--- src/rtl/frame_dump_controller.sv ---
// rtl/frame_dump_controller.sv - streams a LENGTH x WIDTH frame from image memory once luma and chroma planes are both done
module frame_dump_controller #(
    parameter int  LENGTH = 64,
    parameter int  WIDTH  = 64,
    localparam int N      = LENGTH * WIDTH,
    localparam int AW     = $clog2(N)
) (
    input  logic          clk,
    input  logic          rst,
    input  logic          en,
    input  logic          luma_done,
    input  logic          chroma_done,
    output logic          rd_en,
    output logic [AW-1:0] rd_addr,
    input  logic [7:0]    rd_data,
    output logic [7:0]    pix_data,
    output logic          pix_valid,
    input  logic          pix_ready,
    output logic          pix_last,
    output logic          busy,
    output logic          write_done,
    output logic [15:0]   frame_cnt
);

    typedef enum logic [1:0] {S_IDLE, S_STREAM, S_DONE} state_t;

    localparam logic [AW:0] N_C    = (AW+1)'(N);
    localparam logic [AW:0] LAST_C = (AW+1)'(N - 1);

    state_t      state_q, state_d;
    logic        luma_q, luma_d, chroma_q, chroma_d;
    logic [AW:0] rd_cnt_q, rd_cnt_d;
    logic        inflight_q, inflight_d, inflight_last_q, inflight_last_d;
    logic [1:0]  cnt_q, cnt_d;
    logic [8:0]  e0_q, e0_d, e1_q, e1_d;
    logic [15:0] frame_cnt_q, frame_cnt_d;

    logic        start, pop;
    logic [2:0]  occ;
    logic [1:0]  slot;

    assign start = (state_q == S_IDLE) && en && luma_q && chroma_q;
    assign pop   = (cnt_q != 2'd0) && pix_ready;
    // Occupancy the FIFO will reach once the read already in flight lands.
    assign occ   = {1'b0, cnt_q} - {2'b00, pop} + {2'b00, inflight_q};
    assign slot  = cnt_q - {1'b0, pop};

    assign rd_en      = (state_q == S_STREAM) && (rd_cnt_q < N_C) && (occ < 3'd2);
    assign rd_addr    = (rd_cnt_q < N_C) ? rd_cnt_q[AW-1:0] : AW'(N - 1);
    assign pix_valid  = (cnt_q != 2'd0);
    assign pix_data   = pix_valid ? e0_q[7:0] : 8'h00;
    assign pix_last   = pix_valid && e0_q[8];
    assign busy       = (state_q != S_IDLE);
    assign write_done = (state_q == S_DONE);
    assign frame_cnt  = frame_cnt_q;

    always_comb begin
        state_d         = state_q;
        luma_d          = luma_q | luma_done;
        chroma_d        = chroma_q | chroma_done;
        rd_cnt_d        = rd_cnt_q + (AW+1)'(rd_en);
        inflight_d      = rd_en;
        inflight_last_d = rd_en && (rd_cnt_q == LAST_C);
        frame_cnt_d     = frame_cnt_q;
        e0_d            = pop ? e1_q : e0_q;
        e1_d            = e1_q;
        cnt_d           = cnt_q - {1'b0, pop} + {1'b0, inflight_q};

        if (inflight_q) begin
            if (slot == 2'd0) begin
                e0_d = {inflight_last_q, rd_data};
            end else begin
                e1_d = {inflight_last_q, rd_data};
            end
        end

        case (state_q)
            S_IDLE: begin
                if (start) begin
                    state_d    = S_STREAM;
                    luma_d     = luma_done;
                    chroma_d   = chroma_done;
                    rd_cnt_d   = '0;
                    cnt_d      = 2'd0;
                    inflight_d = 1'b0;
                end
            end
            S_STREAM: begin
                if (pop && e0_q[8]) begin
                    state_d = S_DONE;
                end
            end
            S_DONE: begin
                state_d     = S_IDLE;
                frame_cnt_d = frame_cnt_q + 16'd1;
                rd_cnt_d    = '0;
            end
            default: state_d = S_IDLE;
        endcase
    end

    always_ff @(posedge clk) begin
        if (rst) begin
            state_q         <= S_IDLE;
            luma_q          <= 1'b0;
            chroma_q        <= 1'b0;
            rd_cnt_q        <= '0;
            inflight_q      <= 1'b0;
            inflight_last_q <= 1'b0;
            cnt_q           <= 2'd0;
            e0_q            <= 9'd0;
            e1_q            <= 9'd0;
            frame_cnt_q     <= 16'd0;
        end else begin
            state_q         <= state_d;
            luma_q          <= luma_d;
            chroma_q        <= chroma_d;
            rd_cnt_q        <= rd_cnt_d;
            inflight_q      <= inflight_d;
            inflight_last_q <= inflight_last_d;
            cnt_q           <= cnt_d;
            e0_q            <= e0_d;
            e1_q            <= e1_d;
            frame_cnt_q     <= frame_cnt_d;
        end
    end

endmodule

--- config.mk ---
export PLATFORM = sky130hd
export DESIGN_NAME = frame_dump_controller
export DESIGN_NICKNAME = d
export VERILOG_FILES = /design/src/rtl/frame_dump_controller.sv
export SDC_FILE = /design/constraint.sdc
export NUM_CORES = 1
export LEC_CHECK = 0
export ABC_AREA = 1
export CORE_ASPECT_RATIO = 0.9
export CORE_MARGIN = 4
export CORE_UTILIZATION = 35
export DETAILED_ROUTE_END_ITERATION = 10
export PLACE_DENSITY = 0.58
export SLEW_MARGIN = 20
export SYNTH_ARGS = -nofsm -noshare
export SYNTH_HDL_FRONTEND = slang
export SYNTH_SLANG_ARGS = --single-unit
--- constraint.sdc ---
create_clock -name clk -period 3.1 [get_ports clk]
set_input_delay 0.31 -clock clk [delete_from_list [all_inputs] [get_ports clk]]
set_output_delay 0.31 -clock clk [all_outputs]
set_load 0.02 [all_outputs]
==> results.md <==
- Clock Path Buffers: 2
- # port buffers: 54
- Worst Skew: 0.00655 ns
- DRT Wirelength: 5.90 mm
- Reg clk slew, reported paths: 0.10 ns
- Core ar.: 7150 um^2
- Global-route usage over all layers: 13.1%
- DRT antenna net count: 0
- Outcome: complete, no violations
- Detail Placement HPWL: 4.34 mm
- Fmax: 0.348 GHz
- Hold Vio Cnt, Final: 0
- Layout cells sized above 1: 7.71%
- Worst R2R Setup Slack: 0.51 ns
- Pins Over Slew Limit: 0
- RSZ-0062 raised after global routing: no
- Die ar.: 8870 um^2
- Maxcap violations: 0
- Syn Std Cell Area: 2600 um^2
- Non-filler cells, final: 521
- Avg Inst Size Synth: 7.05 um^2
- Post-DP Area: 3250 um^2
- Critical Path Source: pix_ready
- Top-level I/O count: 55
- Finish-stage setup viols: 0
- Hold endpoint: rd_cnt_q[11]
- Vias in the first global route: 2159
- Top-count cell post-synth: nor2_1
- Grt total ovfl: 0
- Yosys warnings: 0
- Cells after Synth: 369
- Hold Crit Class: reg -> reg
- Largest cells by area after synthesis: dfxtp_1 (42%), nor2_1 (10%), nand2_1 (9.2%), inv_1 (7.1%), o21ai_0 (6.5%)
- Tcrit/Tclk final: 92.8%
- Dpl cells: 512
- RR Endpoint: rd_cnt_q[10]
- Leak: 1.36 nW
- Worst EP required: 2.79 ns
- Root buffer cell: clkbuf_8
- Post-route cell area: 3390 um^2
- Post-synth EDFFs: 0
- CTS Buf Count: 5
- FF+latch count, synth: 55
- Starting Density: 36.4%
- Die X: 98.9 um
- Area grow syn2layout: 30.6%
- # diodes: 0
- Peak VDD IR: 180 uV
- Pin count of the biggest net entering global routing: 26
- Post-synthesis async set-or-reset flop share: 0%
- H-tree levels: 2
- First-pass iteration count of the detailed router: 4
- Initial DRC Count: 53
- Die Ht: 89.8 um
- DR WL/cell: 11.3 um
- Worst Setup Start Kind: input pin
- RR Startpoint: cnt_q[0]
- R2R cell count: 16
- First-pass GRT wire length: 9.84 mm
- Crit end category: primary output
- Sink Count: 55
- Top post-synthesis cells by count: nor2_1 (72), nand2_1 (64), dfxtp_1 (55), inv_1 (49), o21ai_0 (34)
- Min-delay src: rd_cnt_q[11]
- Largest area contributor in the netlist: dfxtp_1
- Crit path max fanout: 3
- Net count, final: 447
- Hold Crit Depth: 2
- CTS tree: yes
- Row Count: 29
- Main flop type after synthesis: dfxtp_1
- CP arrival: 2.57 ns
- Max transition margin: 66.6%
- Pwr dens: 414 nW/um^2
- Setup CP Type: in -> out
- Slew @ Worst Pin: 0.500 ns
- Clk_lat worst skew: 0.30 ns
- Post-synthesis sequential area ratio: 42.3%
- Syn nets: 389
- DRC: 0
- Placer Congestion: 0.798
- Period minus WS final: 2.88 ns
- Tot Pwr: 1.41 mW
- Initial antenna violation count: 0
- Hold_buf cts: 0
- Vias per cell: 4.56
- Routed via count: 2377
- Yosys cell types: 32
- Setup_tns: 0 ns
- Top-area cell type share of the netlist area: 42.3%
[cell usage in the layout, fill, tap and decap left out, drive strengths merged]
cell            n
a21oi          19
a31oi           1
buf             5
bufinv          2
clkbuf          5
clkdlybuf4s50  54
clkinv          1
clkinvlp        1
dfxtp          55
fa              1
ha              5
inv            50
nand2          67
nand3          15
nand4           8
nor2           78
nor3           11
nor3b           2
nor4            1
o21a            2
o21ai          35
o21bai          1
or2             4
xnor2           3
xor2            2
[stage by stage]
stage	setup WS (ns)	utilization, %	hold WS (ns)
after CTS	0.0494	47.4	0.468
after detailed placement	0.0594	45.4	0.453
after floorplan	0.496	-	0.427
final	0.222	47.5	0.471
after global routing	0.0449	47.5	0.487
after global placement	0.139	45.4	0.447
[worst max-delay path: stages]
cell             delay, ns
clkdlybuf4s50_1       0.45
inv_1                 0.05
nor2_2                0.13
nand2_2               0.06
nand2_1               0.08
nand2_1               0.07
fa_1                  0.38
xnor2_1               0.15
nand4_1               0.15
inv_1                 0.12
clkdlybuf4s50_1       0.62
[area by class of cell]
type | count | area (um^2)
fillers | 703 | 3750
clock buffers | 5 | 68.8
well taps | 93 | 116
multi-input cells | 255 | 1270
clock inverters | 3 | 67.6
inverters | 51 | 191
repair buffers | 59 | 578
flip-flops and latches | 55 | 1100
[repair_timing]
item | CTS | global route
setup endpoints to repair | 1 | 2
pin swaps | 0 | 1
setup buffers | 0 | 1
gates resized for setup | 1 | 0
[power by group]
part	switching (mW)	total [mW]	internal [mW]
sequential	0.00600	0.722	0.716
clock	0.235	0.557	0.322
combinational	0.0723	0.127	0.0546
[registers in the layout, summed over array words and instances (netlist names)]
signal,count
frame_cnt,16
rd_cnt_q,13
e0_q,9
e1_q,9
cnt_q,2
state_q,2
chroma_q,1
inflight_last_q,1
inflight_q,1
luma_q,1
[metal layers]
metal  GRT usage, %  vias up  wire length (um)
li1               -     1291                 -
met1           18.7     1043              3070
met2           19.9       41              2540
met3           3.48        2               260
met4           2.73        0                28
met5              0        -                 0
[kinds of logic after synthesis]
group,Yosys count,share of synthesized area [%]
xor gates and xnor gates,5,1.68
buffers and inverters,59,8.95
adders and majority gates,6,3.18
and+or+nand+nor,186,32.3
DFF,55,42.3
AOI/OAI and AO/OA,58,11.5
[worst max-delay path by stage]
stage,end,cells after the start
after floorplan,rd_cnt_q[10],16
after global placement,rd_cnt_q[10],17
after detailed placement,rd_cnt_q[10],17
after CTS,rd_en,10
after global routing,rd_en,11
final,rd_en,11
No activity file was read; power rests on OpenSTA's default activity.
